`src/rtl/seq_detector.sv`:
```
// Serial pattern detector: zero-latency Mealy match against a loadable PAT_W-bit
// pattern, with overlap control, a registered match copy and a saturating count.
module seq_detector #(
    parameter int               PAT_W    = 3,
    parameter logic [PAT_W-1:0] PAT_INIT = 3'b010,
    parameter int               CNT_W    = 8
) (
    input  logic             clk,
    input  logic             rst,
    input  logic             din,
    input  logic             din_valid,
    input  logic             overlap,
    input  logic             pat_load,
    input  logic [PAT_W-1:0] pat_in,
    input  logic             clr,
    output logic             match,
    output logic             match_q,
    output logic [CNT_W-1:0] match_cnt
);
    localparam int                FILL_W   = $clog2(PAT_W);
    localparam logic [FILL_W-1:0] FILL_MAX = FILL_W'(PAT_W - 1);
    localparam logic [CNT_W-1:0]  CNT_MAX  = {CNT_W{1'b1}};

    logic [PAT_W-1:0]  pattern_r;
    logic [PAT_W-2:0]  history_r;
    logic [FILL_W-1:0] fill_r;
    logic [CNT_W-1:0]  match_cnt_r;
    logic              match_q_r;

    logic              accept_s;
    logic              full_s;
    logic              match_s;
    logic [PAT_W-1:0]  window_s;

    // Oldest history bit lines up with pattern[PAT_W-1], current din with pattern[0].
    assign accept_s = din_valid & ~pat_load;
    assign full_s   = (fill_r == FILL_MAX);
    assign window_s = {history_r, din};

    // Mealy match decision for the current cycle
    always_comb begin
        if (accept_s && full_s && (window_s == pattern_r)) begin
            match_s = 1'b1;
        end else begin
            match_s = 1'b0;
        end
    end

    // Pattern, history and fill tracking
    always_ff @(posedge clk or posedge rst) begin
        if (rst) begin
            pattern_r <= PAT_INIT;
            history_r <= {(PAT_W-1){1'b0}};
            fill_r    <= {FILL_W{1'b0}};
        end else if (pat_load) begin
            pattern_r <= pat_in;
            fill_r    <= {FILL_W{1'b0}};
        end else if (accept_s) begin
            history_r <= window_s[PAT_W-2:0];
            // A non-overlapping match consumes its bits, so refilling starts over.
            if (match_s && !overlap) begin
                fill_r <= {FILL_W{1'b0}};
            end else if (!full_s) begin
                fill_r <= fill_r + FILL_W'(1);
            end
        end
    end

    // Saturating match counter; clr wins over a coincident match
    always_ff @(posedge clk or posedge rst) begin
        if (rst) begin
            match_cnt_r <= {CNT_W{1'b0}};
        end else if (clr) begin
            match_cnt_r <= {CNT_W{1'b0}};
        end else if (match_s && (match_cnt_r != CNT_MAX)) begin
            match_cnt_r <= match_cnt_r + CNT_W'(1);
        end
    end

    // One-cycle delayed copy of match
    always_ff @(posedge clk or posedge rst) begin
        if (rst) begin
            match_q_r <= 1'b0;
        end else begin
            match_q_r <= match_s;
        end
    end

    assign match     = match_s;
    assign match_q   = match_q_r;
    assign match_cnt = match_cnt_r;

endmodule

```
`config.mk`:
```
export PLATFORM = sky130hd
export DESIGN_NAME = seq_detector
export DESIGN_NICKNAME = d
export VERILOG_FILES = /design/src/rtl/seq_detector.sv
export SDC_FILE = /design/constraint.sdc
export NUM_CORES = 1
export LEC_CHECK = 0
export CORE_MARGIN = 2
export CORE_UTILIZATION = 43
export CTS_CLUSTER_DIAMETER = 200
export CTS_CLUSTER_SIZE = 28
export DETAILED_ROUTE_END_ITERATION = 8
export HOLD_SLACK_MARGIN = 0.06
export PLACE_DENSITY_LB_ADDON = 0.12
export SLEW_MARGIN = 40
export SYNTH_ARGS = -nofsm -noshare
export SYNTH_HDL_FRONTEND = slang
export SYNTH_SLANG_ARGS = --single-unit
```
`constraint.sdc`:
```
create_clock -name clk -period 1.6 [get_ports clk]
set_input_delay 0.32 -clock clk [delete_from_list [all_inputs] [get_ports clk]]
set_output_delay 0.32 -clock clk [all_outputs]
set_load 0.05 [all_outputs]
```
======== Yosys cells after proc, flatten, opt, wreduce, memory -nomap -nowiden ========
Cells that the tools add are included.
word-level totals
  bits in registers ....................... 16
  input port bits ......................... 10
  output and inout port bits .............. 10
  logic and storage cells ................. 29
cells by class
  add/sub/neg operators ................... 2
  equal/unequal tests ..................... 4
  mux-type cells .......................... 7
  bitwise logic cells ..................... 2
  reduce and logical (&&, ||, !) cells .... 9
operator list
  kind                 count
  $mux 8               2
  $add 8x1->8 const B  1
  $mux 2               4
  $ne 8x8->1 const B   1
  $logic_and 1x1->1    4
  $reduce_and 2->1     2
  $reduce_bool 2->1    2
  $eq 3x3->1           1
  $ne 3x2->1 const B   1
  $add 2x1->2 const B  1
  $eq 2x2->1 const B   1
  $and 1x1->1          1
  $logic_not 1->1      1
  $mux 1               1
  $not 1->1            1

======== Depth between registers and ports, before layout ========
Gate-level depths: netlist of run 1.
  depth in word-level cells ............... 9
  depth in mapped cells ................... 7
  depth with buffers taken out ............ 6

======== Worst setup path before layout of run 1 ========
OpenSTA, ideal clock, no wires.
  path type ............................... flip-flop to flip-flop
  start ................................... register match_cnt_r[0] (netlist: match_cnt[0])
  end ..................................... register match_cnt_r[4] (netlist: match_cnt[4])
  setup time .............................. 0.078 ns
  arrival ................................. 1.742 ns
  slack ................................... -0.219 ns
  cell stages (with the launch flop) ...... 6
  clock period less this slack ............ 1.819 ns
  path through ............................ dfrtp_1 -> ha_1 -> nand4_1 -> nor2_1 -> or4_1 -> a21oi_1
on the way
  longest elaborated chain between the ends .. 3
RTL lines
  item                                         RTL line  source
  start, declared                              27        logic [CNT_W-1:0] match_cnt_r;
  start signal, assigned                       72        match_cnt_r <= {CNT_W{1'b0}};
  start signal, assigned                       74        match_cnt_r <= {CNT_W{1'b0}};
  start signal, assigned                       76        match_cnt_r <= match_cnt_r + CNT_W'(1);
  $add 8x1->8 or $ne 8x8->1 (tied branches)    76, 75
  $mux 8 or $logic_and 1x1->1 (tied branches)  75        end else if (match_s && (match_cnt_r != CNT_MAX)) begin
  $mux 8 or $reduce_bool 2->1 (tied branches)  --
Several ways; a longest one is shown, not always the timed one. The select of a mux whose other input is x is not followed.
A chain may end at the register's enable or synchronous reset.

======== Final worst setup path of run 1 ========
  start ................................... register fill_r[0]
  end ..................................... output port match
on the way
  longest elaborated chain between the ends .. 4
RTL lines
  item                            RTL line  source
  start, declared                 26        logic [FILL_W-1:0] fill_r;
  start signal, assigned          54        fill_r <= {FILL_W{1'b0}};
  start signal, assigned          57        fill_r <= {FILL_W{1'b0}};
  start signal, assigned          62        fill_r <= {FILL_W{1'b0}};
  $eq 2x2->1                      37        assign full_s = (fill_r == FILL_MAX);
  $logic_and 1x1->1 (2 in a row)  42        if (accept_s && full_s && (window_s == pattern_r)) begin
  $mux 1                          42
  end, declared                   16        output logic match,
No other way between the ends.

==> out/qor.csv, run 1 <==
metric,value,unit
outcome,"finished, violations left",
violated checks,negative setup slack,
crit start category,flip-flop,
vias in the first global route,773,
internal power,0.000613,W
worst reg2reg endpoint,match_cnt[4],
number of routed nets with antenna violations,0,
RePlAce Congestion,0.784,
worst slack at placement,-0.356,ns
Layout Nets,128,
crit path capture type,primary output,
Max Cap Viol,0,
Finish-stage setup viols,10,
clk buf depth,2,
Synth Area in Simple Gates,22.1,%
R2R Path Start,fill_r[0],
vias per cell,5.27,
Synth Warn #,0,
final HPWL from detailed placement,1320,um
final max-slew violation count,0,
Crit Path Category,reg -> out,
footprint of the multi-input gates,475,um^2
fillers,165,
clk_lat worst skew,0.28,ns
via count,749,
WL/cell,12.6,um
"FF+latch count, synth",16,
Worst Tran Pin Value,0.317,ns
Final period util,110,%
drt first-iter violations,10,
Worst Hold Class,in -> async,
CORE AREA,1940,um^2
register area,404,um^2
Rows,16,
Die Area,2410,um^2
Sink Count,16,
final hold viol count,0,
Worst path max stage delay,0.39,ns
compound-cell area share of the yosys netlist,12.7,%
GR Overflow Total,0,
mux cell area share after synthesis,6.43,%
Switch Pwr,0.000206,W
r2r worst-path depth,7,
adder-cell share of the synthesized area,2.86,%
Mapped Nets,93,
largest family of logic cells by synthesized area,simple AND/OR/NAND/NOR gates,
first-pass GRT wire length,3330,um
critical-path cell list,inv_1 -> ha_2 -> and3b_2 -> nand4_4 -> clkinvlp_4 -> buf_12,
"Distinct cells, synth",28,
Worst Path Arrival,1.44,ns
setup TNS,-0.872,ns
worst path required time,1.28,ns
Setup crit start,fill_r[0],
number of buffers inserted by hold repair at cts,0,
post-synthesis sequential area ratio,45.9,%
width of the chip,49.1,um
RSZ-0062 raised after global routing,true,
Max rail drop VDD,0.000522,V
crit-path max FO,2,
maximum clock frequency,569,MHz
TritonCTS clock tree,done,
antenna violations before repair,0,
"Reg clk slew, reported paths",0.09,ns
Initial Util,45.1,%
TritonRoute pass-1 iters,4,
Synth-to-Final Area Change,52.3,%
combinational share of power,17.8,%
synthesized instance count,81,
largest net degree at the start of global routing,17,
slowest CP cell,dfrtp_1,
R2R setup slack,-0.13,ns
crit path time final,1.76,ns
Num CTS Buffers,3,
io pins,20,
Die H,49.1,um
H-tree depth,1,
total wire length,1790,um
share of cells above drive strength 1,41.7,%
Reg power frac,55.0,%
static leakage,0.537,nW
Antenna Cells,0,
xor/xnor share of the synthesized area,5.57,%
Setup Skew,0.00436,ns
clock power share,27.2,%
Clock Tree Root,clkbuf_4,
Post-Syn Area,876,um^2
sw frac,25.2,%
GRT Util Overall,17.5,%
slew margin rel.,78.8,%
DRC,0,
critical path endpoint,match,
syn_area_per_cell,10.8,um^2
pwr dens,614,nW/um^2
setup slack after layout,-0.156,ns
PortBufs,19,
## layout make-up
class	instances	area share (%)
timing repair buffer	32	28.1
tap	27	2.53
inverter	4	1.41
multi-input combinational	59	35.6
clock buffer	4	1.97
sequential	16	30.3
## synthesized netlist by cell type
library cell	count	share of area [%]
dfrtp_1	15	43
a21oi_1	8	4.6
mux2_2	5	6.4
nand3_1	5	2.9
o21ai_0	5	2.9
inv_1	4	1.7
or3_1	4	2.9
and3_1	3	2.1
nand2_1	3	1.3
nor2_1	3	1.3
o31ai_1	3	2.6
xnor2_2	3	5.6
ha_1	2	2.9
nand4_1	2	1.4
nor3b_1	2	1.7
or4_1	2	1.7
a21boi_0	1	0.86
a311oi_1	1	1.0
and2b_2	1	1.0
and3b_2	1	1.1
clkbuf_8	1	1.6
clkdlybuf4s25_2	1	1.1
dfstp_2	1	3.0
nand4_4	1	2.4
nor3_1	1	0.57
nor4_1	1	0.71
o21bai_1	1	0.86
or3b_1	1	1.0
## routing by layer
metal | track usage [%] | share of wire, %
met4 | 7.14 | 1.2
met3 | 3.68 | 5.0
met1 | 23.4 | 47
met5 | 0 | 0
met2 | 27.5 | 46
## repair_timing
item                                    CTS  global route
pin swaps                                 1             0
endpoints found under the setup margin   10            11
gates cloned                              0             0
gates resized for setup                   0             4
buffers inserted                          1             0
## power groups by stage
stage	Clock [W]	Sequential, W	Combinational [W]
after CTS	0.000228	0.000451	0.000142
after global placement	0	0.000456	0.000138
after global routing	0.000246	0.000455	0.000159
after floorplan	0	0.000456	0.0000867
final	0.000223	0.000450	0.000146
after detailed placement	0	0.000458	0.000141
## cells in the final DEF (no fill, tap or decap), types with 2 or more instances in the layout
cell	instances
buf_12	9
nand3_1	5
inv_1	3
nand2_1	3
or3_1	4
and3_1	3
o21ai_0	5
mux2_2	5
a21oi_1	8
o31ai_1	3
xnor2_2	3
nor2_1	2
nand4_1	2
dfrtp_1	13
clkdlybuf4s50_1	9
clkbuf_4	3
buf_4	14
or4_1	2
dfrtp_2	2
## registers in the layout, indices dropped and copies added, names as in the netlist
| name | cells |
|---|---|
| history_r | 2 |
| pattern_r | 3 |
| match_q | 1 |
| match_cnt | 8 |
| fill_r | 2 |
## through the flow
| stage | power (W) | util (%) | hold WS [ns] | cell area (um^2) | cells |
|---|---|---|---|---|---|
| floorplan | 0.000543 | - | 0.233 | 900 | 81 |
| global placement | 0.000594 | 65.8 | 0.552 | 1280 | 137 |
| detailed placement | 0.000600 | 65.8 | 0.564 | 1280 | 137 |
| CTS | 0.000820 | 67.5 | 0.357 | 1310 | 142 |
| global route | 0.000860 | 68.7 | 0.351 | 1330 | 142 |
| finish | 0.000819 | 68.7 | 0.343 | 1330 | 142 |
## worst max-delay path: cells and delay by family, from the launching register on
kind                     cells  cell delay (ns)
flip-flops                   1             0.39
AND/OR/NAND/NOR              2             0.29
adder cells (fa/ha/maj)      1             0.17
buffers and inverters        3             0.30
## worst min path at each step
stage / from / to / slack (ns) / cells after the start
2_1_floorplan: rst / fill_r[0] / 0.23 / 1
3_3_place_gp: history_r[1] / history_r[1] / 0.55 / 1
3_5_place_dp: pattern_r[2] / pattern_r[2] / 0.56 / 1
4_1_cts: rst / match_cnt[6] / 0.36 / 3
5_1_grt: rst / match_q / 0.35 / 3
6_report: rst / match_cnt[6] / 0.34 / 3
## logic make-up (layout without fill, tap and decap cells)
| family | Yosys count | count (layout) |
|---|---|---|
| fa+ha+maj | 2 | 2 |
| flops | 16 | 16 |
| simple gates | 30 | 30 |
| compound gates | 19 | 19 |
| buf+inv | 6 | 40 |
| xor+xnor | 3 | 3 |
| mux | 5 | 5 |
Note: power is estimated with default switching activity, not from simulation.
==> run 2: changes to the inputs <==
Settings changed: CTS_CLUSTER_SIZE 28 to 25.
==> results of run 2 <==
No change in the layout: final DEF, timing and power equal those of run 1.
==> run 3: changes to the inputs <==
Settings changed: HOLD_SLACK_MARGIN 0.06 to unset.
Clock period 1.6 ns to 1.4 ns, I/O delays scaled along.
==> run 3 against run 2 <==
The flow still finishes with violations (negative setup slack); first-iteration DRC count fell by 10%; cell count increased by 6.3%; utilization is 5.5 points higher; flip-flop and latch count unchanged; clock power grew 40%; die area unchanged; largest power group unchanged; non-clock buffer count grew 9; setup slack worse by 0.17 ns; clock skew decreased by 0.00058 ns; critical path depth shrank 1; clock-buffer cell count is the same; routed wire length up 7.6%.
==> out/qor.csv, run 3 (synthesized netlist as in run 1, its figures left out) <==
metric,value,unit
outcome,"finished, violations left",
violated checks,negative setup slack,
Min Hold Slack,0.203,ns
placed cells,144,
slew margin rel.,77.4,%
"Core Util, Final",74.2,%
Max Cap Viol,0,
Crit Path Category,reg -> out,
DRC,0,
Final Non-Filler Cells,151,
first-pass GRT wire length,3560,um
width of the chip,49.1,um
Num CTS Buffers,3,
clk buf depth,2,
GRT Util Overall,18.8,%
Sink Count,16,
final HPWL from detailed placement,1510,um
WL met3,94,um
drt first-iter violations,9,
Clock Tree Root,clkbuf_4,
Initial Util,45.1,%
"most common cell after layout, fill and taps aside",buf_4,
max reg flops,8,
total wire length,1930,um
most frequent cells in the layout,"buf_4 (21), dfrtp_1 (12), buf_12 (10)",
Metal-1 WL,839,um
slowest CP cell,dfrtp_1,
internal power,0.000755,W
TritonCTS clock tree,done,
Layout Nets,137,
GR Overflow Total,0,
footprint of the multi-input gates,488,um^2
H-tree depth,1,
Final period util,123,%
clock power share,31.1,%
Finish-stage setup viols,11,
crit path time final,1.72,ns
vias per cell,5.32,
Worst Hold Class,in -> async,
Setup Skew,0.00378,ns
Antenna Cells,0,
critical-path cell list,ha_4 -> and3b_2 -> nand4_4 -> clkinvlp_4 -> buf_12,
setup slack after layout,-0.323,ns
Die H,49.1,um
number of buffers inserted by hold repair at cts,0,
Synth-to-Final Area Change,64.6,%
met2 routed WL,971,um
Die Area,2410,um^2
crit path capture type,primary output,
static leakage,0.594,nW
final max-slew violation count,0,
clk_lat worst skew,0.29,ns
worst path required time,1.12,ns
Max Used Layer,met4,
"Reg clk slew, reported paths",0.09,ns
Max rail drop VDD,0.000654,V
share of cells above drive strength 1,48.4,%
number of routed nets with antenna violations,0,
register area,405,um^2
RePlAce Congestion,0.780,
io pins,20,
Pwr Total,0.00100,W
pwr dens,696,nW/um^2
PortBufs,19,
sw frac,24.7,%
maximum clock frequency,580,MHz
CORE AREA,1940,um^2
Worst path max stage delay,0.42,ns
crit start category,flip-flop,
crit-path max FO,2,
Reg power frac,51.4,%
antenna violations before repair,0,
WL/cell,12.8,um
fillers,152,
vias in the first global route,824,
largest net degree at the start of global routing,17,
combinational share of power,17.5,%
via count,804,
Worst Tran Pin Value,0.338,ns
RSZ-0062 raised after global routing,true,
Worst Path Arrival,1.44,ns
setup TNS,-2.34,ns
Switch Pwr,0.000248,W
final hold viol count,0,
TritonRoute pass-1 iters,4,
Rows,16,
-- run 3: changes by cell type in the layout (fill, tap and decap cells not counted), sizes merged --
cell,delta
buf,+9
-- run 3: per-stage QoR --
stage	area (um^2)	setup slack (ns)
2_1_floorplan	927	-0.212
3_3_place_gp	1370	-0.434
3_5_place_dp	1370	-0.487
4_1_cts	1420	-0.330
5_1_grt	1440	-0.380
6_report	1440	-0.323
-- run 3: layout make-up --
class                           count  share of cell area, %
Multi-Input combinational cell     59                   33.9
Timing Repair Buffer               41                   31.9
Sequential cell                    16                   28.1
Clock buffer                        4                   2.52
Tap cell                           27                   2.34
Inverter                            4                   1.30
-- run 3: what timing repair did --
action                                  CTS  global route
endpoints found under the hold margin     0             0
pin swaps                                 1             1
gates resized for setup                   1             3
endpoints found under the setup margin   11            11
setup buffers                             2             1
-- run 3: final timing paths --
path                                   start  depth (start not counted)           end  slack [ns]
worst max-delay path               fill_r[1]                          5         match       -0.32
worst min-delay path                     rst                          2  history_r[0]        0.20
worst max register to register     fill_r[0]                          7  match_cnt[3]       -0.28
worst min register to register  pattern_r[2]                          1  pattern_r[2]        0.58
max in group asynchronous                rst                          3     fill_r[1]        0.84
min in group clk                pattern_r[2]                          1  pattern_r[2]        0.58
-- run 3: power by group through the flow --
stage                     clock network [W]  logic (W)  registers (W)
after floorplan                           0   0.000106       0.000523
after global placement                    0   0.000167       0.000523
after detailed placement                  0   0.000174       0.000525
after CTS                          0.000316   0.000175       0.000516
after global routing               0.000332   0.000196       0.000521
final                              0.000312   0.000176       0.000515
-- run 3: critical path: cells and delay by family, from the launching register on --
family | cells | cell delay (ns)
fa+ha+maj | 1 | 0.17
flops | 1 | 0.42
buf+inv | 2 | 0.26
simple gates | 2 | 0.30
-- run 3: routing by layer --
metal | up-vias | track usage, %
met2 | 20 | 32.4
met5 | - | 0
li1 | 390 | -
met1 | 389 | 23.7
met3 | 5 | 2.76
met4 | 0 | 7.14
